===== config.mk =====
export PLATFORM = sky130hd
export DESIGN_NAME = key_sample_ctrl
export DESIGN_NICKNAME = d
export VERILOG_FILES = /design/src/rtl/key_sample_ctrl.sv
export SDC_FILE = /design/constraint.sdc
export NUM_CORES = 1
export LEC_CHECK = 0
export BUFFER_PORTS_ARGS = -buffer_cell sky130_fd_sc_hd__buf_2
export CAP_MARGIN = 25
export CORE_MARGIN = 4
export CORE_UTILIZATION = 35
export CTS_CLUSTER_DIAMETER = 200
export CTS_CLUSTER_SIZE = 28
export DETAILED_ROUTE_END_ITERATION = 10
export GPL_ROUTABILITY_DRIVEN = 0
export PLACE_DENSITY = 0.65
export SLEW_MARGIN = 20
export SYNTH_ARGS = -nofsm -noshare
export SYNTH_HDL_FRONTEND = slang
export SYNTH_SLANG_ARGS = --single-unit

===== constraint.sdc =====
create_clock -name CLK -period 2.15 [get_ports CLK]
set_input_delay 0.1075 -clock CLK [delete_from_list [all_inputs] [get_ports CLK]]
set_output_delay 0.1075 -clock CLK [all_outputs]
set_load 0.02 [all_outputs]

===== src/rtl/key_sample_ctrl.sv =====
// key_sample_ctrl
//   Multi-key button front end: 2-flop synchronisers, a shared sample-tick
//   prescaler, a per-key shift history with hysteresis, and a per-key FSM that
//   emits one-cycle press/release pulses.
//   Optional feature macro: KEY_SAMPLE_CTRL_AUTOREPEAT_EN adds hold-to-repeat
//   (REPEAT state plus a saturating repeat counter per key).
module key_sample_ctrl #(
    parameter int NUM_KEYS     = 4,
    parameter int SAMPLE_DIV   = 450000,
    parameter int DEPTH        = 10,
    parameter int REPEAT_DELAY = 30,
    parameter int REPEAT_RATE  = 6
) (
    input  logic                CLK,
    input  logic                NRST,
    input  logic [NUM_KEYS-1:0] key_in,
    output logic                sample_tick,
    output logic [NUM_KEYS-1:0] key_level,
    output logic [NUM_KEYS-1:0] key_press,
    output logic [NUM_KEYS-1:0] key_release
);

    localparam int               CNT_W    = (SAMPLE_DIV > 1) ? $clog2(SAMPLE_DIV) : 1;
    localparam logic [CNT_W-1:0] CNT_LAST = CNT_W'(SAMPLE_DIV - 1);

    typedef enum logic [1:0] {
        ST_IDLE   = 2'd0,
        ST_HELD   = 2'd1,
        ST_REPEAT = 2'd2
    } key_state_t;

    // Reject parameter sets the datapath cannot represent (history slice needs DEPTH >= 2).
    if (NUM_KEYS < 1 || SAMPLE_DIV < 1 || DEPTH < 2 || REPEAT_DELAY < 1 || REPEAT_RATE < 1) begin : g_param_check
        $error("key_sample_ctrl: illegal parameter value");
    end

`ifdef KEY_SAMPLE_CTRL_AUTOREPEAT_EN
    localparam int               RPT_MAX        = (REPEAT_DELAY > REPEAT_RATE) ? REPEAT_DELAY : REPEAT_RATE;
    localparam int               RPT_W          = $clog2(RPT_MAX + 1);
    localparam logic [RPT_W-1:0] RPT_DELAY_LAST = RPT_W'(REPEAT_DELAY - 1);
    localparam logic [RPT_W-1:0] RPT_RATE_LAST  = RPT_W'(REPEAT_RATE - 1);
    localparam logic [RPT_W-1:0] RPT_SAT        = RPT_W'(RPT_MAX);
`endif

    // ------------------------------------------------------------------
    // Prescaler. The tick is registered so it reads 0 during reset even
    // when SAMPLE_DIV is 1; it is high exactly while the count is last.
    // ------------------------------------------------------------------
    logic [CNT_W-1:0] div_cnt_reg;
    logic [CNT_W-1:0] div_cnt_next;
    logic             tick_reg;

    // Wrap the divider count at SAMPLE_DIV-1.
    always_comb begin
        div_cnt_next = (div_cnt_reg == CNT_LAST) ? '0 : div_cnt_reg + 1'b1;
    end

    // Divider count and registered tick strobe.
    always_ff @(posedge CLK or negedge NRST) begin
        if (!NRST) begin
            div_cnt_reg <= '0;
            tick_reg    <= 1'b0;
        end else begin
            div_cnt_reg <= div_cnt_next;
            tick_reg    <= (div_cnt_next == CNT_LAST);
        end
    end

    assign sample_tick = tick_reg;

    // ------------------------------------------------------------------
    // Two-flop synchronisers for the raw pins.
    // ------------------------------------------------------------------
    logic [NUM_KEYS-1:0] sync1_reg;
    logic [NUM_KEYS-1:0] sync2_reg;

    // Bring the asynchronous key levels into the clock domain.
    always_ff @(posedge CLK or negedge NRST) begin
        if (!NRST) begin
            sync1_reg <= '0;
            sync2_reg <= '0;
        end else begin
            sync1_reg <= key_in;
            sync2_reg <= sync1_reg;
        end
    end

    // ------------------------------------------------------------------
    // Per-key history and event FSM; keys are fully independent.
    // ------------------------------------------------------------------
    for (genvar gi = 0; gi < NUM_KEYS; gi++) begin : g_key
        logic [DEPTH-1:0] hist_reg;
        logic [DEPTH-1:0] hist_new;
        logic             settled_one;
        logic             settled_zero;
        key_state_t       state_reg;
        key_state_t       state_next;
        logic             press_reg;
        logic             press_next;
        logic             release_reg;
        logic             release_next;

        // Decisions are taken on the history as it will look after this tick.
        assign hist_new     = {hist_reg[DEPTH-2:0], sync2_reg[gi]};
        assign settled_one  = &hist_new;
        assign settled_zero = ~|hist_new;

        // Shift the synchronised level into the history once per tick.
        always_ff @(posedge CLK or negedge NRST) begin
            if (!NRST) begin
                hist_reg <= '0;
            end else if (tick_reg) begin
                hist_reg <= hist_new;
            end
        end

`ifdef KEY_SAMPLE_CTRL_AUTOREPEAT_EN
        logic [RPT_W-1:0] rpt_cnt_reg;
        logic [RPT_W-1:0] rpt_cnt_next;

        // Next state with auto-repeat; a release always wins over a due repeat.
        always_comb begin
            state_next   = state_reg;
            rpt_cnt_next = rpt_cnt_reg;
            press_next   = 1'b0;
            release_next = 1'b0;
            if (tick_reg) begin
                case (state_reg)
                    ST_IDLE: begin
                        if (settled_one) begin
                            state_next   = ST_HELD;
                            press_next   = 1'b1;
                            rpt_cnt_next = '0;
                        end
                    end
                    ST_HELD: begin
                        if (settled_zero) begin
                            state_next   = ST_IDLE;
                            release_next = 1'b1;
                        end else if (rpt_cnt_reg == RPT_DELAY_LAST) begin
                            state_next   = ST_REPEAT;
                            press_next   = 1'b1;
                            rpt_cnt_next = '0;
                        end else if (rpt_cnt_reg != RPT_SAT) begin
                            rpt_cnt_next = rpt_cnt_reg + 1'b1;
                        end
                    end
                    ST_REPEAT: begin
                        if (settled_zero) begin
                            state_next   = ST_IDLE;
                            release_next = 1'b1;
                        end else if (rpt_cnt_reg == RPT_RATE_LAST) begin
                            press_next   = 1'b1;
                            rpt_cnt_next = '0;
                        end else if (rpt_cnt_reg != RPT_SAT) begin
                            rpt_cnt_next = rpt_cnt_reg + 1'b1;
                        end
                    end
                    default: begin
                        state_next = ST_IDLE;
                    end
                endcase
            end
        end

        // Repeat counter register.
        always_ff @(posedge CLK or negedge NRST) begin
            if (!NRST) begin
                rpt_cnt_reg <= '0;
            end else begin
                rpt_cnt_reg <= rpt_cnt_next;
            end
        end
`else
        // Next state without auto-repeat: one press per settled press.
        always_comb begin
            state_next   = state_reg;
            press_next   = 1'b0;
            release_next = 1'b0;
            if (tick_reg) begin
                case (state_reg)
                    ST_IDLE: begin
                        if (settled_one) begin
                            state_next = ST_HELD;
                            press_next = 1'b1;
                        end
                    end
                    ST_HELD: begin
                        if (settled_zero) begin
                            state_next   = ST_IDLE;
                            release_next = 1'b1;
                        end
                    end
                    default: begin
                        state_next = ST_IDLE;
                    end
                endcase
            end
        end
`endif

        // State and registered one-cycle event pulses.
        always_ff @(posedge CLK or negedge NRST) begin
            if (!NRST) begin
                state_reg   <= ST_IDLE;
                press_reg   <= 1'b0;
                release_reg <= 1'b0;
            end else begin
                state_reg   <= state_next;
                press_reg   <= press_next;
                release_reg <= release_next;
            end
        end

        assign key_level[gi]   = (state_reg != ST_IDLE);
        assign key_press[gi]   = press_reg;
        assign key_release[gi] = release_reg;
    end

endmodule


Yosys cells after proc, flatten, opt, wreduce, memory -nomap -nowiden
Index checks and enable logic that the tools add are counted.
{"block": "totals", "input_bits": 6, "ff_bits": 80, "word_cells": 92, "output_inout_bits": 13}
{"block": "op_classes", "n_eq_ne": 14, "n_addsub": 1, "muxes": 37, "n_reduce_logical": 20}
{"cell": "AND reduction 10 bit", "count": 4}
{"cell": "OR reduction 10 bit", "count": 4}
{"cell": "equality test 19 bit (second input constant)", "count": 2}
{"cell": "2-to-1 mux 1 bit", "count": 24}
{"cell": "adder 19 x 1 -> 19 bit (second input constant)", "count": 1}
{"cell": "2-to-1 mux 19 bit", "count": 1}
{"cell": "2-to-1 mux 2 bit", "count": 8}
{"cell": "inequality test 2 bit (second input constant)", "count": 8}
{"cell": "one-hot mux 2 bit (2 select lines)", "count": 4}
{"cell": "AND reduction 3 bit", "count": 4}
{"cell": "equality test 2 x 1 -> 1 bit (second input constant)", "count": 4}
{"cell": "logical NOT 2 bit", "count": 4}
{"cell": "nonzero test 2 bit", "count": 4}

Logic depth before layout (Yosys ltp)
Gate-level depths: netlist (run 1).
{"block": "depth", "ltp_word": 4, "depth_mapped": 6, "depth_no_buf": 6}

Worst setup path after synthesis (run 1)
Ideal clock, no wire load.
{"block": "synth_timing", "path_kind": "reg-to-reg", "startpoint": "register div_cnt_reg[0]", "endpoint": "register tick_reg, in the netlist sample_tick", "n_path_buf": 1, "t_required_ns": 2.039, "path_stages_with_launch": 7, "arrival_ns": 1.930, "slack_ns": 0.108, "cell_sequence": "dfrtp_1 -> ha_1 -> and3_1 -> and4_1 -> buf_2 -> or4b_4 -> a2111oi_2"}
{"block": "synth_via", "elab_chain_len": 3}
{"item": "start: declaration", "line_no": "49", "rtl": "logic [CNT_W-1:0] div_cnt_reg;"}
{"item": "start signal: assignment", "line_no": "64", "rtl": "div_cnt_reg <= div_cnt_next;"}
{"item": "adder 19 x 1 -> 19 bit / equality test 19 bit (equally long branches)", "line_no": "55", "rtl": "div_cnt_next = (div_cnt_reg == CNT_LAST) ? '0 : div_cnt_reg + 1'b1;"}
{"item": "2-to-1 mux 19 bit *", "line_no": "55"}
{"item": "equality test 19 bit *", "line_no": "65", "rtl": "tick_reg <= (div_cnt_next == CNT_LAST);"}
{"item": "end signal: assignment", "line_no": "65"}
{"item": "end: declaration", "line_no": "51", "rtl": "logic tick_reg;"}
Mark *: on every way between the ends. The rest lies on a longest branch, timed or not.
A chain may end at the register's enable or synchronous reset.

Worst setup path in the final report (run 1)
{"block": "layout_timing", "startpoint": "register div_cnt_reg[7]", "endpoint": "register tick_reg, in the netlist sample_tick"}
The elaborated chain is that of the path after synthesis.

==> results of run 1 <==
[cell usage in the layout (no fill, tap or decap), types with 2 or more instances in the layout]
cell type / synthesis / routed
dfrtp_1: 76 / 76
xor2_1: 9 / 9
nand2_1: 12 / 12
nor3_1: 12 / 12
nand3_1: 9 / 9
buf_4: 8 / 7
nor4_1: 10 / 10
nor4b_1: 2 / 2
nor2_1: 19 / 19
mux2_2: 36 / 36
dlygate4sd3_1: 0 / 5
and3_1: 5 / 5
o21bai_1: 4 / 4
clkinv_4: 0 / 2
xnor2_1: 8 / 8
o21ai_0: 2 / 2
and4_1: 2 / 2
a21oi_1: 3 / 3
inv_1: 4 / 4
nand4_1: 15 / 15
buf_2: 1 / 17
clkbuf_8: 0 / 11
buf_12: 0 / 2
[kinds of logic (layout without fill, tap and decap cells)]
kind of cell	count (synthesis)	count (layout)	synth area share, %
AND/OR/NAND/NOR	100	100	18.02
flip-flops	76	76	57.79
multiplexers	36	36	12.32
buffers and inverters	21	51	3.802
XOR/XNOR	17	17	4.525
AO/OA/AOI/OAI	14	14	3.156
adder cells (fa/ha/maj)	1	1	0.3802
[power groups by stage]
stage	combinational, mW	clock (mW)	sequential [mW]
floorplan	0.00193	0	1.47
global placement	0.0392	0	1.47
detailed placement	0.0399	0	1.47
CTS	0.0468	1.15	1.44
global route	0.0517	1.21	1.44
finish	0.0443	1.10	1.44
[worst max-delay path by stage]
stage / start / end / slack (ps)
floorplan: div_cnt_reg[0] / sample_tick / 110
global placement: div_cnt_reg[1] / sample_tick / 130
detailed placement: div_cnt_reg[1] / sample_tick / 50
CTS: div_cnt_reg[1] / sample_tick / 30
global route: div_cnt_reg[6] / sample_tick / 50
finish: div_cnt_reg[7] / sample_tick / 180
[per-layer routing]
layer	vias to the layer above	GRT usage, %	share of wire (%)
met4	0	3.561	1.1
met2	39	16.54	47
met3	10	4.015	3.1
met5	-	0	0
li1	1004	-	-
met1	1012	14.51	49
[area by class of cell]
cell class	instances	area, um2	share of cell area [%]
clock inverter	5	60.06	1.593
multi-input combinational	168	1276	33.84
tap	111	138.9	3.683
clock buffer	11	151.4	4.015
timing repair buffer	31	227.7	6.038
inverter	4	15.01	0.3981
sequential	76	1902	50.43
[worst min-delay path: stages]
cell           delay [ps]
dlygate4sd3_1         530
buf_4                 110
buf_12                340
[metrics by stage]
stage | power [mW] | instances | hold WS, ps | util (%) | worst slack (ps)
6_report | 2.589 | 406 | 330.1 | 41.01 | 177.1
5_1_grt | 2.700 | 406 | 343.2 | 41.01 | 47.17
4_1_cts | 2.636 | 406 | 327.8 | 40.87 | 26.41
3_5_place_dp | 1.508 | 385 | 157.2 | 38.03 | 54.03
3_3_place_gp | 1.507 | 385 | 155.6 | 38.03 | 127.7
2_1_floorplan | 1.469 | 265 | -188.1 | - | 108.1
[repair_timing]
action / CTS / global route
setup buffers: 0 / 0
gates resized for setup: 0 / 2
hold buffers: 5 / 0
hold endpoints to repair: 80 / 0
setup endpoints to repair: 0 / 1
==> summary.txt, run 1 <==
Pwr
  – Clock power frac: 42.7%
  – Flop pwr share: 55.6%
  – Sw Ratio: 20.73%
  – Leak: 1.755 nW
  – Int Power: 2.052 mW
  – PD cells: 686.5 mW/mm2
  – Sw Pwr: 0.5368 mW
  – Peak VDD IR: 0.0002699 V
  – Comb power frac: 1.7%

CTS
  – Max clock buf depth: 2
  – Root Buffer: clkbuf_8
  – TritonCTS Buffers: 9
  – CTS tree: yes
  – H-tree levels: 3
  – Clk pin slew, worst setup/hold paths: 80 ps
  – Worst-Skew Late Latency: 340 ps
  – CTS sink cnt: 76

Worst setup path
  – Buf/Inv on CP: 0
  – Reg2reg path depth: 5
  – Worst R2R End: sample_tick
  – Top delay family on crit path: simple AND/OR/NAND/NOR gates
  – RR Startpoint: div_cnt_reg[7]
  – Crit path DAT: 2200 ps
  – Kind of critical path: flip-flop to flip-flop
  – CP max-delay cell: or4b_4
  – Cell Chain, Critical Path: nand4_4 > nor4_4 > xnor2_1 > or4b_4 > a2111oi_2
  – Largest stage delay, worst path: 520 ps
  – CP max FO: 7
  – Req. time, crit path: 2380 ps
  – Kind of end point of the critical path: flip-flop
  – Worst path depth: 5
  – CP Launch Type: flip-flop
  – Worst R2R Setup Slack: 180 ps

Logic synthesis
  – Mapped Avg Cell Area: 12.42 um2
  – Post-synth top cells: dfrtp_1, mux2_2, nor2_1
  – Largest cells by area after synthesis: dfrtp_1, mux2_2, nand4_1
  – Async SR Flop Fraction: 100.0%
  – Leading register cell type out of synthesis: dfrtp_1
  – Yosys warns: 0
  – Sequential fraction of the synthesis area: 57.79%
  – Top-area cell type share of the netlist area: 57.79%
  – Area leader, netlist: dfrtp_1
  – Post-Syn Area: 0.003291 mm2
  – Number of enable flip-flop cells after synthesis: 0
  – FF+latch count, synth: 76
  – Distinct cells, synth: 41
  – Mapped Cells: 265
  – Most frequent cell after synthesis: dfrtp_1
  – Post-synth net total: 272

Final layout
  – Area delta synth->final: 14.60%
  – Fin area: 0.003771 mm2
  – Max FFs per register: 36
  – # fillers: 878
  – ANT cells: 0
  – Nets: 297
  – Share of cells above drive strength 1: 28.81%

Floorplan
  – # IOs: 19
  – Die ar.: 0.01102 mm2
  – Site Rows: 35
  – Die height: 105.0 um
  – Core Box Area: 0.009196 mm2
  – Die width: 105.0 um
  – Starting Density: 35.78%

Detailed routing
  – Via/cell ratio: 5.086
  – Routed WL: 5466 um
  – Vias: 2065
  – Pre-Repair DR Iteration Count: 4
  – Routed length per instance: 13.46 um
  – Post-route ant nets: 0
  – DR DRC count: 0
  – Initial DRC count: 115

Placement
  – DP HPWL: 3672 um
  – Placed cell area: 0.003497 mm2
  – PortBufs: 18

STA
  – Final Hold Fails: 0
  – Crit share post-route: 91.76%
  – Final setup fails: 0
  – Slew HR: 66.25%
  – Post-Route Setup TNS: 0 ps
  – Fmax achieved: 506.9 MHz
  – Worst-margin pin slew: 501.6 ps
  – Final max-slew violation count: 0
  – RSZ-0062 raised after global routing: false
  – Crit path time final: 1973 ps
  – Clock Skews: 7.313 ps

Global routing
  – Largest net degree at the start of global routing: 77
  – Vias in the first global route: 2088
  – Global-route wire length before repair: 9894 um
  – GRT Residual Overflow: 0
  – Initial antenna violation count: 0
  – GRT Util Overall: 10.92%

Outcome
  – Outcome: completed

Run
  – Max_cap viols: 0

Min path
  – Hold WC Path Type: input port to asynchronous set/reset pin
No activity file was read; power rests on OpenSTA's default activity.
==> run 2: changes to the inputs <==
Settings changed: ABC_AREA from default to 1, PLACE_DENSITY 0.65 to 0.64.
==> summary.txt, run 2 <==
Detailed routing
  – Routed length per instance: 10.99 um (-18%)
  – Pre-Repair DR Iteration Count: 4 (unchanged)
  – DR DRC count: 0 (unchanged)
  – Via/cell ratio: 4.545 (-11%)
  – Routed WL: 6295 um (+15%)
  – Post-route ant nets: 0 (unchanged)
  – Initial DRC count: 155 (+35%)
  – Vias: 2604 (+26%)

Pwr
  – Sw Ratio: 23.91% (+3.2 points)
  – Clock power frac: 40.0% (-2.7 points)
  – PD cells: 631.7 mW/mm2 (-8.0%)
  – Comb power frac: 1.7% (about the same)
  – Sw Pwr: 0.5903 mW (+10%)
  – Flop pwr share: 58.3% (+2.7 points)
  – Int Power: 1.879 mW (-8.4%)
  – Leak: 1.844 nW (+5.0%)
  – Peak VDD IR: 0.0003192 V (+18%)

Logic synthesis
  – Post-synth net total: 421 (+55%)
  – Area leader, netlist: dfrtp_1
  – Top-area cell type share of the netlist area: 54.72% (-3.1 points)
  – Yosys warns: 0 (unchanged)
  – FF+latch count, synth: 76 (unchanged)
  – Most frequent cell after synthesis: nand2_1
  – Number of enable flip-flop cells after synthesis: 0 (unchanged)
  – Leading register cell type out of synthesis: dfrtp_1
  – Mapped Cells: 414 (+56%)
  – Post-Syn Area: 0.003476 mm2 (+5.6%)
  – Largest cells by area after synthesis: dfrtp_1, nand2_1, inv_1
  – Mapped Avg Cell Area: 8.396 um2 (-32%)
  – Distinct cells, synth: 26 (-37%)
  – Post-synth top cells: nand2_1, dfrtp_1, inv_1
  – Sequential fraction of the synthesis area: 54.72% (-3.1 points)
  – Async SR Flop Fraction: 100.0% (unchanged)

Worst setup path
  – CP max FO: 5 (-2)
  – Kind of end point of the critical path: flip-flop
  – Reg2reg path depth: 11 (+6)
  – CP Launch Type: flip-flop
  – Kind of critical path: flip-flop to flip-flop
  – Req. time, crit path: 2430 ps (+50 ps)
  – Crit path DAT: 1980 ps (-220 ps)

Outcome
  – Outcome: completed

CTS
  – CTS tree: yes
  – CTS sink cnt: 76 (unchanged)
  – TritonCTS Buffers: 9 (unchanged)
  – Worst-Skew Late Latency: 350 ps (about the same)
  – Root Buffer: clkbuf_8
  – Clk pin slew, worst setup/hold paths: 90 ps (about the same)
  – Max clock buf depth: 2 (unchanged)
  – H-tree levels: 3 (unchanged)

STA
  – Final max-slew violation count: 0 (unchanged)
  – Final hold slack: 311.9 ps (-18.17 ps)
  – Crit path time final: 1700 ps (-272.7 ps)
  – RSZ-0062 raised after global routing: false
  – Final Hold Fails: 0 (unchanged)
  – Final setup fails: 0 (unchanged)
  – Slew HR: 56.99% (-9.3 points)
  – Worst-margin pin slew: 645.1 ps (+143.5 ps)
  – Crit share post-route: 79.08% (-13 points)
  – Clock Skews: 13.50 ps (+6.183 ps)
  – Post-Route Setup TNS: 0 ps (unchanged)
  – Fmax achieved: 588.1 MHz (+16%)

Placement
  – DP HPWL: 4597 um (+25%)
  – PortBufs: 18 (unchanged)

Final layout
  – Nets: 442 (+49%)
  – # fillers: 998 (+14%)
  – Area delta synth->final: 12.46%
  – Commonest non-fill, non-tap cells in the layout: nand2_1, dfrtp_1, inv_1, nor2_1, o21ai_0
  – Share of cells above drive strength 1: 13.64% (-15 points)
  – Commonest non-fill, non-tap cell in the layout: nand2_1
  – Max FFs per register: 36 (unchanged)
  – ANT cells: 0 (unchanged)

Run
  – Max_cap viols: 0 (unchanged)

Global routing
  – GRT Util Overall: 12.23% (+1.3 points)
  – Vias in the first global route: 2593 (+24%)
  – Largest net degree at the start of global routing: 50 (-35%)
  – GRT Residual Overflow: 0 (unchanged)
  – Global-route wire length before repair: 11390 um (+15%)
  – Initial antenna violation count: 0 (unchanged)

Floorplan
  – Die ar.: 0.01159 mm2 (+5.2%)
  – Starting Density: 35.73% (-0.057 points)
  – Die width: 107.7 um (+2.6%)
  – Die height: 107.7 um (+2.6%)
  – # IOs: 19 (unchanged)
  – Core Box Area: 0.009729 mm2 (+5.8%)
  – Site Rows: 36 (+2.9%)

Min path
  – Hold WC Path Type: input port to asynchronous set/reset pin
## run 2: cell types whose count changed after synthesis, sizes merged, moves of 8 or more
cell,delta
inv,+69
xnor2,-8
mux2,-36
o21ai,+32
nor2,+29
nand3,+12
nand2,+80
## run 2: critical path, cell delays in order, from the launching register on
cell and delay (ps):
dfrtp_1 390, ha_1 260, nand3_2 150, inv_2 110, nand2_2 70, nor2_4 140
inv_2 60, nor2_4 80, nor2_1 70, nor2_4 110, nand3_1 100, nor2_1 110
## run 2: logic make-up after synthesis
logic type                 after synthesis  share of synthesized area [%]
and+or+nand+nor                        199                          26.49
buffers and inverters                   89                          10.51
DFF                                     76                          54.72
AOI/OAI and AO/OA                       46                          7.163
xor gates and xnor gates                 3                         0.7561
adders and majority gates                1                         0.3599
## run 2: final timing paths
path                       slack [ps]                    to           start
min                               310  g_key[3].hist_reg[1]            NRST
max in group asynchronous        1260  g_key[1].hist_reg[0]            NRST
min in group CLK                  360          sync2_reg[3]    sync1_reg[3]
max                               450           sample_tick  div_cnt_reg[0]
min reg2reg                       360          sync2_reg[3]    sync1_reg[3]
max reg2reg                       450           sample_tick  div_cnt_reg[0]
## run 2: stage by stage
stage / total power, mW / area (um2) / std cells / setup WS, ps / util, %
floorplan: 1.467 / 3476 / 414 / 611.4 / -
global placement: 1.505 / 3679 / 552 / 525.1 / 37.81
detailed placement: 1.506 / 3679 / 552 / 446.5 / 37.81
CTS: 2.518 / 3909 / 573 / 431.6 / 40.17
global route: 2.577 / 3909 / 573 / 217.3 / 40.17
finish: 2.469 / 3909 / 573 / 449.7 / 40.17
## run 2: cell type report
type	count	area (um2)	share of cell area, %
timing repair buffer	26	177.7	4.545
clock buffer	9	123.9	3.169
tap	133	166.4	4.257
multi-input combinational	249	1209	30.92
clock inverter	7	56.30	1.440
sequential	76	1902	48.66
inverter	73	274.0	7.010
## run 2: metal layers
metal  share of wire (%)  GRT usage (%)
met5                   0              0
met3                 3.1          3.299
met4                 1.4          4.509
met1                  48          15.79
met2                  47          19.67
## run 2: timing repair
| action | CTS | global route |
|---|---|---|
| hold buffers | 5 | 0 |
| endpoints found under the setup margin | 0 | 0 |
| gates resized for setup | 0 | 0 |
| setup buffers | 0 | 0 |
| hold endpoints to repair | 52 | 0 |
## run 2: power groups by stage
stage                     Clock [mW]  Sequential (mW)  Combinational, mW
final                          0.988             1.44             0.0423
after global routing            1.09             1.44             0.0501
after CTS                       1.03             1.44             0.0455
after detailed placement           0             1.47             0.0384
after global placement             0             1.47             0.0377
after floorplan                    0             1.47          0.0000733
